### src/rtl/fifo_byte_assembler_pkg.sv
// Package for fifo_byte_assembler: assembler state encoding, default geometry,
// and the helper that sizes the out_bytes field.
// Used with the optional ASM_CHECKSUM_EN build (see fifo_byte_assembler.sv).
package fifo_asm_pkg;

  localparam int unsigned DEF_WIDTH          = 8;
  localparam int unsigned DEF_BYTES_PER_WORD = 4;

  typedef enum logic [1:0] {
    StFill,
    StDrain,
    StHold
  } asm_state_e;

  // out_bytes must be able to hold BYTES_PER_WORD itself, hence the +1.
  function automatic int unsigned out_bytes_width(input int unsigned bytes_per_word);
    return $clog2(bytes_per_word) + 1;
  endfunction

endpackage

### src/rtl/fifo_byte_assembler_if.sv
// Bundle between the byte assembler, the async FIFO read port and the word sink.
//   fifo_empty / fifo_rd_en / fifo_rd_data : FIFO read side (data registered, valid
//                                             the cycle after an accepted read)
//   flush                                  : single-cycle request to emit a partial word
//   out_valid / out_ready                  : word handshake
//   out_data / out_bytes                   : packed word (byte 0 in LSBs), valid byte count
//   out_csum                               : XOR of valid bytes, present only with ASM_CHECKSUM_EN
// Modport master is the assembler side; slave is the FIFO/sink environment.
interface fifo_byte_assembler_if #(
  parameter int unsigned WIDTH          = 8,
  parameter int unsigned BYTES_PER_WORD = 4
);
  import fifo_asm_pkg::*;

  localparam int unsigned BytesW = out_bytes_width(BYTES_PER_WORD);

  logic                              fifo_empty;
  logic                              fifo_rd_en;
  logic [WIDTH-1:0]                  fifo_rd_data;
  logic                              flush;
  logic                              out_valid;
  logic                              out_ready;
  logic [WIDTH*BYTES_PER_WORD-1:0]   out_data;
  logic [BytesW-1:0]                 out_bytes;
`ifdef ASM_CHECKSUM_EN
  logic [WIDTH-1:0]                  out_csum;
`endif

  modport master (
    input  fifo_empty,
    input  fifo_rd_data,
    input  flush,
    input  out_ready,
    output fifo_rd_en,
    output out_valid,
    output out_data,
`ifdef ASM_CHECKSUM_EN
    output out_csum,
`endif
    output out_bytes
  );

  modport slave (
    output fifo_empty,
    output fifo_rd_data,
    output flush,
    output out_ready,
    input  fifo_rd_en,
    input  out_valid,
    input  out_data,
`ifdef ASM_CHECKSUM_EN
    input  out_csum,
`endif
    input  out_bytes
  );

endinterface

### src/rtl/fifo_byte_assembler.sv
// fifo_byte_assembler: read-side consumer of the async FIFO, in the FIFO read clock domain.
// Drains bytes through fifo_rd_en/fifo_empty, packs them little-endian into
// BYTES_PER_WORD-byte words and offers each word on out_valid/out_ready.
// A flush pulse emits the current partial word (after any in-flight byte lands).
// Ports:
//   rd_clk  : FIFO read clock
//   rd_rst  : asynchronous active-high reset
//   bus     : fifo_byte_assembler_if.master (FIFO read port, flush, word output)
// Build option: define ASM_CHECKSUM_EN to add bus.out_csum, the XOR of the valid bytes.
module fifo_byte_assembler
  import fifo_asm_pkg::*;
#(
  parameter int unsigned WIDTH          = DEF_WIDTH,
  parameter int unsigned BYTES_PER_WORD = DEF_BYTES_PER_WORD
) (
  input logic                   rd_clk,
  input logic                   rd_rst,
  fifo_byte_assembler_if.master bus
);

  localparam int unsigned     CntW    = out_bytes_width(BYTES_PER_WORD);
  localparam logic [CntW-1:0] FullCnt = CntW'(BYTES_PER_WORD);
  localparam logic [CntW:0]   FullLvl = (CntW + 1)'(BYTES_PER_WORD);

  asm_state_e       state_q, state_d;
  logic [CntW-1:0]  count_q, count_d;
  logic             pending_q, pending_d;
  logic [WIDTH-1:0] lanes_q [BYTES_PER_WORD];
  logic [WIDTH-1:0] lanes_d [BYTES_PER_WORD];

  logic [CntW:0]                   fill_level;
  logic [CntW-1:0]                 count_inc;
  logic                            rd_en;
  logic                            hold;
  logic [WIDTH*BYTES_PER_WORD-1:0] word;

  // Bytes already captured plus the one in flight; reads stop once a word is covered.
  assign fill_level = {1'b0, count_q} + {{CntW{1'b0}}, pending_q};
  assign count_inc  = count_q + CntW'(1);
  assign hold       = (state_q == StHold);

  assign rd_en = !rd_rst && (state_q == StFill) && !bus.fifo_empty &&
                 (fill_level < FullLvl) && !bus.flush;

  assign pending_d = rd_en;

  always_comb begin
    state_d = state_q;
    count_d = count_q;
    lanes_d = lanes_q;

    // The byte read last cycle is on fifo_rd_data now; it lands in lane count_q.
    if (pending_q) begin
      count_d = count_inc;
      for (int i = 0; i < BYTES_PER_WORD; i++) begin
        if (count_q == CntW'(i)) lanes_d[i] = bus.fifo_rd_data;
      end
    end

    unique case (state_q)
      StFill: begin
        // A completing capture wins over a simultaneous flush.
        if (pending_q && (count_inc == FullCnt)) begin
          state_d = StHold;
        end else if (bus.flush) begin
          if (pending_q) begin
            state_d = StDrain;
          end else if (count_q != '0) begin
            state_d = StHold;
          end
        end
      end
      StDrain: state_d = StHold;
      StHold: begin
        if (bus.out_ready) begin
          state_d = StFill;
          count_d = '0;
          for (int i = 0; i < BYTES_PER_WORD; i++) lanes_d[i] = '0;
        end
      end
      default: state_d = StFill;
    endcase
  end

  always_ff @(posedge rd_clk or posedge rd_rst) begin
    if (rd_rst) begin
      state_q   <= StFill;
      count_q   <= '0;
      pending_q <= 1'b0;
      for (int i = 0; i < BYTES_PER_WORD; i++) lanes_q[i] <= '0;
    end else begin
      state_q   <= state_d;
      count_q   <= count_d;
      pending_q <= pending_d;
      for (int i = 0; i < BYTES_PER_WORD; i++) lanes_q[i] <= lanes_d[i];
    end
  end

  // Outputs read as zero outside HOLD so unused lanes never leak partial data.
  always_comb begin
    word = '0;
    if (hold) begin
      for (int i = 0; i < BYTES_PER_WORD; i++) word[i*WIDTH +: WIDTH] = lanes_q[i];
    end
  end

  assign bus.fifo_rd_en = rd_en;
  assign bus.out_valid  = hold;
  assign bus.out_data   = word;
  assign bus.out_bytes  = hold ? count_q : '0;

`ifdef ASM_CHECKSUM_EN
  logic [WIDTH-1:0] csum;

  // Lanes past count are zero, so XOR over all lanes equals XOR over valid bytes.
  always_comb begin
    csum = '0;
    if (hold) begin
      for (int i = 0; i < BYTES_PER_WORD; i++) csum = csum ^ lanes_q[i];
    end
  end

  assign bus.out_csum = csum;
`endif

endmodule

### src/flat_wrapper.sv
// flat-port wrapper written by rule: the top's interface ports become plain ports
module fifo_byte_assembler_flat import fifo_asm_pkg::*;
#(
  parameter int unsigned WIDTH          = DEF_WIDTH,
  parameter int unsigned BYTES_PER_WORD = DEF_BYTES_PER_WORD
)
  (rd_clk, rd_rst, bus_fifo_empty, bus_fifo_rd_data, bus_flush, bus_out_ready, bus_fifo_rd_en, bus_out_valid, bus_out_data, bus_out_bytes);
  fifo_byte_assembler_if #(.WIDTH(WIDTH), .BYTES_PER_WORD(BYTES_PER_WORD)) bus_i ();
  input logic rd_clk;
  input logic rd_rst;
  input wire logic [$bits(bus_i.fifo_empty)-1:0] bus_fifo_empty;
  input wire logic [$bits(bus_i.fifo_rd_data)-1:0] bus_fifo_rd_data;
  input wire logic [$bits(bus_i.flush)-1:0] bus_flush;
  input wire logic [$bits(bus_i.out_ready)-1:0] bus_out_ready;
  output wire logic [$bits(bus_i.fifo_rd_en)-1:0] bus_fifo_rd_en;
  output wire logic [$bits(bus_i.out_valid)-1:0] bus_out_valid;
  output wire logic [$bits(bus_i.out_data)-1:0] bus_out_data;
  output wire logic [$bits(bus_i.out_bytes)-1:0] bus_out_bytes;
  assign bus_i.fifo_empty = bus_fifo_empty;
  assign bus_i.fifo_rd_data = bus_fifo_rd_data;
  assign bus_i.flush = bus_flush;
  assign bus_i.out_ready = bus_out_ready;
  assign bus_fifo_rd_en = bus_i.fifo_rd_en;
  assign bus_out_valid = bus_i.out_valid;
  assign bus_out_data = bus_i.out_data;
  assign bus_out_bytes = bus_i.out_bytes;
  fifo_byte_assembler #(.WIDTH(WIDTH), .BYTES_PER_WORD(BYTES_PER_WORD)) u_core (.rd_clk(rd_clk), .rd_rst(rd_rst), .bus(bus_i));
endmodule
### config.mk
export PLATFORM = sky130hd
export DESIGN_NAME = fifo_byte_assembler_flat
export DESIGN_NICKNAME = d
export VERILOG_FILES = /design/src/rtl/fifo_byte_assembler_pkg.sv /design/src/rtl/fifo_byte_assembler_if.sv /design/src/rtl/fifo_byte_assembler.sv /design/src/flat_wrapper.sv
export SDC_FILE = /design/constraint.sdc
export NUM_CORES = 1
export LEC_CHECK = 0
export ABC_AREA = 1
export BUFFER_PORTS_ARGS = -buffer_cell sky130_fd_sc_hd__buf_2
export CAP_MARGIN = 20
export CELL_PAD_IN_SITES_DETAIL_PLACEMENT = 1
export CELL_PAD_IN_SITES_GLOBAL_PLACEMENT = 1
export CORE_MARGIN = 2
export CORE_UTILIZATION = 41
export CTS_BUF_LIST = sky130_fd_sc_hd__clkbuf_16
export DETAILED_ROUTE_END_ITERATION = 6
export PLACE_DENSITY = 0.83
export SYNTH_ARGS = -nofsm -noshare
export SYNTH_HDL_FRONTEND = slang
export SYNTH_SLANG_ARGS = --single-unit
### constraint.sdc
create_clock -name rd_clk -period 3.05 [get_ports rd_clk]
set_clock_uncertainty 0.1 [all_clocks]
set_input_delay 0.61 -clock rd_clk [delete_from_list [all_inputs] [get_ports rd_clk]]
set_output_delay 0.61 -clock rd_clk [all_outputs]
set_load 0.01 [all_outputs]
==> results <==
- The run finished with clean final reports.
- The net count of the mapped netlist is 297.
- Synthesis produced a netlist whose cell count is 277.
- The post-detailed-route count of antenna-violating nets is 0.
- Hold is met by 353 ps.
- The areal power density over the cells is 711 nW/um^2.
- The final critical path time including I/O delays and setup is 2300 ps.
- Cells fill 51.0% of the core in the end.
- Relative to the synthesized area, the layout overhead comes to 18.6%.
- Of all nets on the critical path, the largest fanout is 9.
- TritonCTS built the clock tree.
- The finished layout cell area is 2440 sq um.
- The detailed router finished its first iteration with 83 violations.
- The routed design has 5270 microns of wire.
- Setup repair after global routing left no endpoint under its margin.
- Buffers placed on the I/O ports in this run total 49.
- The fraction of registers with async set/reset is 100%.
- Of the post-synthesis cell area, the dominant cell type holds 46.2%.
- The type of element launching the critical path is a flop.
- The number of clock sinks seen by CTS is 38.
- The fmax is 434 MHz.
- From bottom edge to top edge, the die measures 74.8 microns.
- The total power is 1.73 mW.
- The detailed router placed 1799 vias in this run.
- The congestion estimate from routability-driven global placement came to 0.744.
- The number of endpoints with negative hold slack in the final report is 0.
- Summed over all layers, the global routing overflow is 0.
- The leakage power figure is 1.48 nW.
- The category of the worst setup path capture point is a primary output.
- The post-route netlist has 20.9% of its cells at a drive strength greater than 1.
- The min-delay analysis places its worst path in the category primary input to asynchronous set/reset pin.
- The most area-hungry cell type in the Yosys netlist is sky130_fd_sc_hd__dfrtp_1.
- The top flip-flop cell by instance count after synthesis is sky130_fd_sc_hd__dfrtp_1.
- Data on the critical path is required at its endpoint by 2340 ps.
- The remaining max-slew budget at the tightest pin is 61.4%.
- The fill cell instance count of the final layout is 655.
- Measured along the x axis, the die boundary spans 74.8 microns.
- The count of flip-flops with a built-in enable after synthesis is 0.
- The critical path class is flop to primary output.
- The number of buffers added by the clock tree synthesis step is 5.
- Setup violations remaining at the end of the flow were counted as 0.
- The area of placed instances is 2310 sq um.
- The portion of the clock cycle consumed by the worst path in the final layout is 75.6%.
- Prior to clock tree synthesis, the placed netlist has a worst setup slack of 1050 ps.
- For this run, the register share of the synthesized area comes to 46.2%.
- The final-report max-slew violation count is 0.
- The actual transition at the worst max-transition pin is 578 ps.
- The initial antenna violation count is 0.
- The synthesis warning total is 0.
- The source-to-sink clock delay at the later pin of the worst-skew pair is 280 ps.
- The first-pass GRT wire length is 8610 microns.
- The synthesis-stage register bit count is 38.
- The core region is 4790 sq um.
- The routed wirelength normalized by instance count is 13.4 microns.
- The number of nets at the end of the flow is 346.
- The DRC violation count after routing is 0.
- The via count of the first global-routing pass is 1780.
- The library cells used most frequently in the layout, excluding fill and tap cells, are 68 x sky130_fd_sc_hd__nor2_1, 59 x sky130_fd_sc_hd__nand2_1, 53 x sky130_fd_sc_hd__inv_1.
- The count of cells in the finished layout, fillers not included, comes to 393.
- The row count is 25.
- 0 antenna diodes ended up in the layout.
- The number of buffers inserted by hold repair at cts is 0.
- The number of placed instances, taps included is 386.
- Leaving out fill and tap cells, the most frequent cell in the layout is sky130_fd_sc_hd__nor2_1.
- Entering global routing, the biggest net connects 39 pins.
- Across all setup checks in the final design, the least slack found is 746 ps.
- The average footprint of a synthesized cell is 7.43 sq um.
- The count of TritonRoute iterations in the first routing pass is 4.
- The overall die area is 5600 sq um.
- The root buffer cell is sky130_fd_sc_hd__clkbuf_16.
- The starting density of the core is 43.0%.
- By area the synthesized netlist is led by sky130_fd_sc_hd__dfrtp_1 46%, sky130_fd_sc_hd__nor2_1 12%, sky130_fd_sc_hd__nand2_1 11%, sky130_fd_sc_hd__inv_1 9.3%, sky130_fd_sc_hd__a21oi_1 4.4%.
- The clock slew at the register clock pins of the worst setup and hold paths is 50 ps.
- The mean number of vias per cell is 4.58.
- Data arrives at the worst endpoint at 1590 ps.
- Global routing used 20.9% of the available tracks.
- VDD sags by at most 0.302 mV.
- The max-capacitance violation count is 0.
- The HPWL after detailed placement is 3770 microns.
- The synthesized netlist contains 19 unique library cells.
- The cell area that synthesis handed to floorplanning was 2060 sq um.
- The clock passes through at most 2 buffers.
- The number of top-level design ports is 50.
- After clock tree synthesis, the repair step resized 0 gates.
- The clock tree synthesis step divided the H-tree into 2 levels.
- Summed over all failing endpoints, the final setup total negative slack is 0 ps.
- Once the clock tree was built, the setup fixing pass inserted 0 buffers.
metal layers:
layer | vias up | routed length, microns | GRT usage, % | share of wire (%)
li1 | 906 | - | - | -
met3 | 11 | 189 | 3.75 | 3.6
met5 | - | 0 | 0 | 0
met4 | 0 | 119 | 9.13 | 2.3
met1 | 844 | 2410 | 26.9 | 46
met2 | 38 | 2550 | 34.5 | 48
where the power goes:
group / internal (mW) / switching (mW) / total (mW) / leakage, nW
Combinational: 0.185 / 0.415 / 0.600 / 0.889
Clock: 0.292 / 0.185 / 0.477 / 0.0723
Sequential: 0.610 / 0.0487 / 0.659 / 0.521
flip-flops by register name, indices dropped and copies added (netlist names):
| register | flops |
|---|---|
| u_core.state_q | 2 |
| u_core.pending_q | 1 |
| u_core.count_q | 3 |
| u_core.lanes_q | 32 |
Yosys cell counts, types with 2 or more instances:
| cell | instances |
|---|---|
| sky130_fd_sc_hd__nor2_1 | 68 |
| sky130_fd_sc_hd__nand2_1 | 59 |
| sky130_fd_sc_hd__inv_1 | 51 |
| sky130_fd_sc_hd__dfrtp_1 | 38 |
| sky130_fd_sc_hd__a21oi_1 | 18 |
| sky130_fd_sc_hd__o21ai_0 | 11 |
| sky130_fd_sc_hd__buf_6 | 7 |
| sky130_fd_sc_hd__ha_1 | 7 |
| sky130_fd_sc_hd__inv_2 | 5 |
| sky130_fd_sc_hd__nand2_2 | 2 |
| sky130_fd_sc_hd__nand3_2 | 2 |
| sky130_fd_sc_hd__nor3_1 | 2 |
worst max-delay path: stages, from the launching register on:
cell and delay (ps):
sky130_fd_sc_hd__dfrtp_1 530, sky130_fd_sc_hd__ha_1 270, sky130_fd_sc_hd__a21oi_1 140, sky130_fd_sc_hd__nand2_1 60, sky130_fd_sc_hd__nor2_1 150, sky130_fd_sc_hd__buf_2 160
logic make-up after synthesis:
group	synth area share [%]
and+or+nand+nor	28.0
adders and majority gates	4.26
buffers and inverters	14.4
AOI/OAI and AO/OA	7.06
DFF	46.2
worst paths after layout:
kind	from	end	slack [ps]	depth (start not counted)
worst max-delay path	u_core.pending_q	bus_fifo_rd_en	750	5
worst min-delay path	rd_rst	u_core.lanes_q[4]	350	3
worst max register to register	u_core.count_q[0]	u_core.lanes_q[1]	1490	6
worst min register to register	u_core.lanes_q[7]	u_core.lanes_q[7]	400	2
max in group asynchronous	rd_rst	u_core.lanes_q[28]	2160	3
min in group rd_clk	u_core.lanes_q[7]	u_core.lanes_q[7]	400	2
layout make-up:
type                       instances  area (sq um)  area share [%]
tap                               67          83.8            3.44
multi-input combinational        175           810            33.2
timing repair buffer              50           253            10.4
sequential                        38           951            39.0
inverter                          56           210            8.62
clock inverter                     2          7.51           0.308
clock buffer                       5           125            5.13
Power figures use the tool's default switching activity.
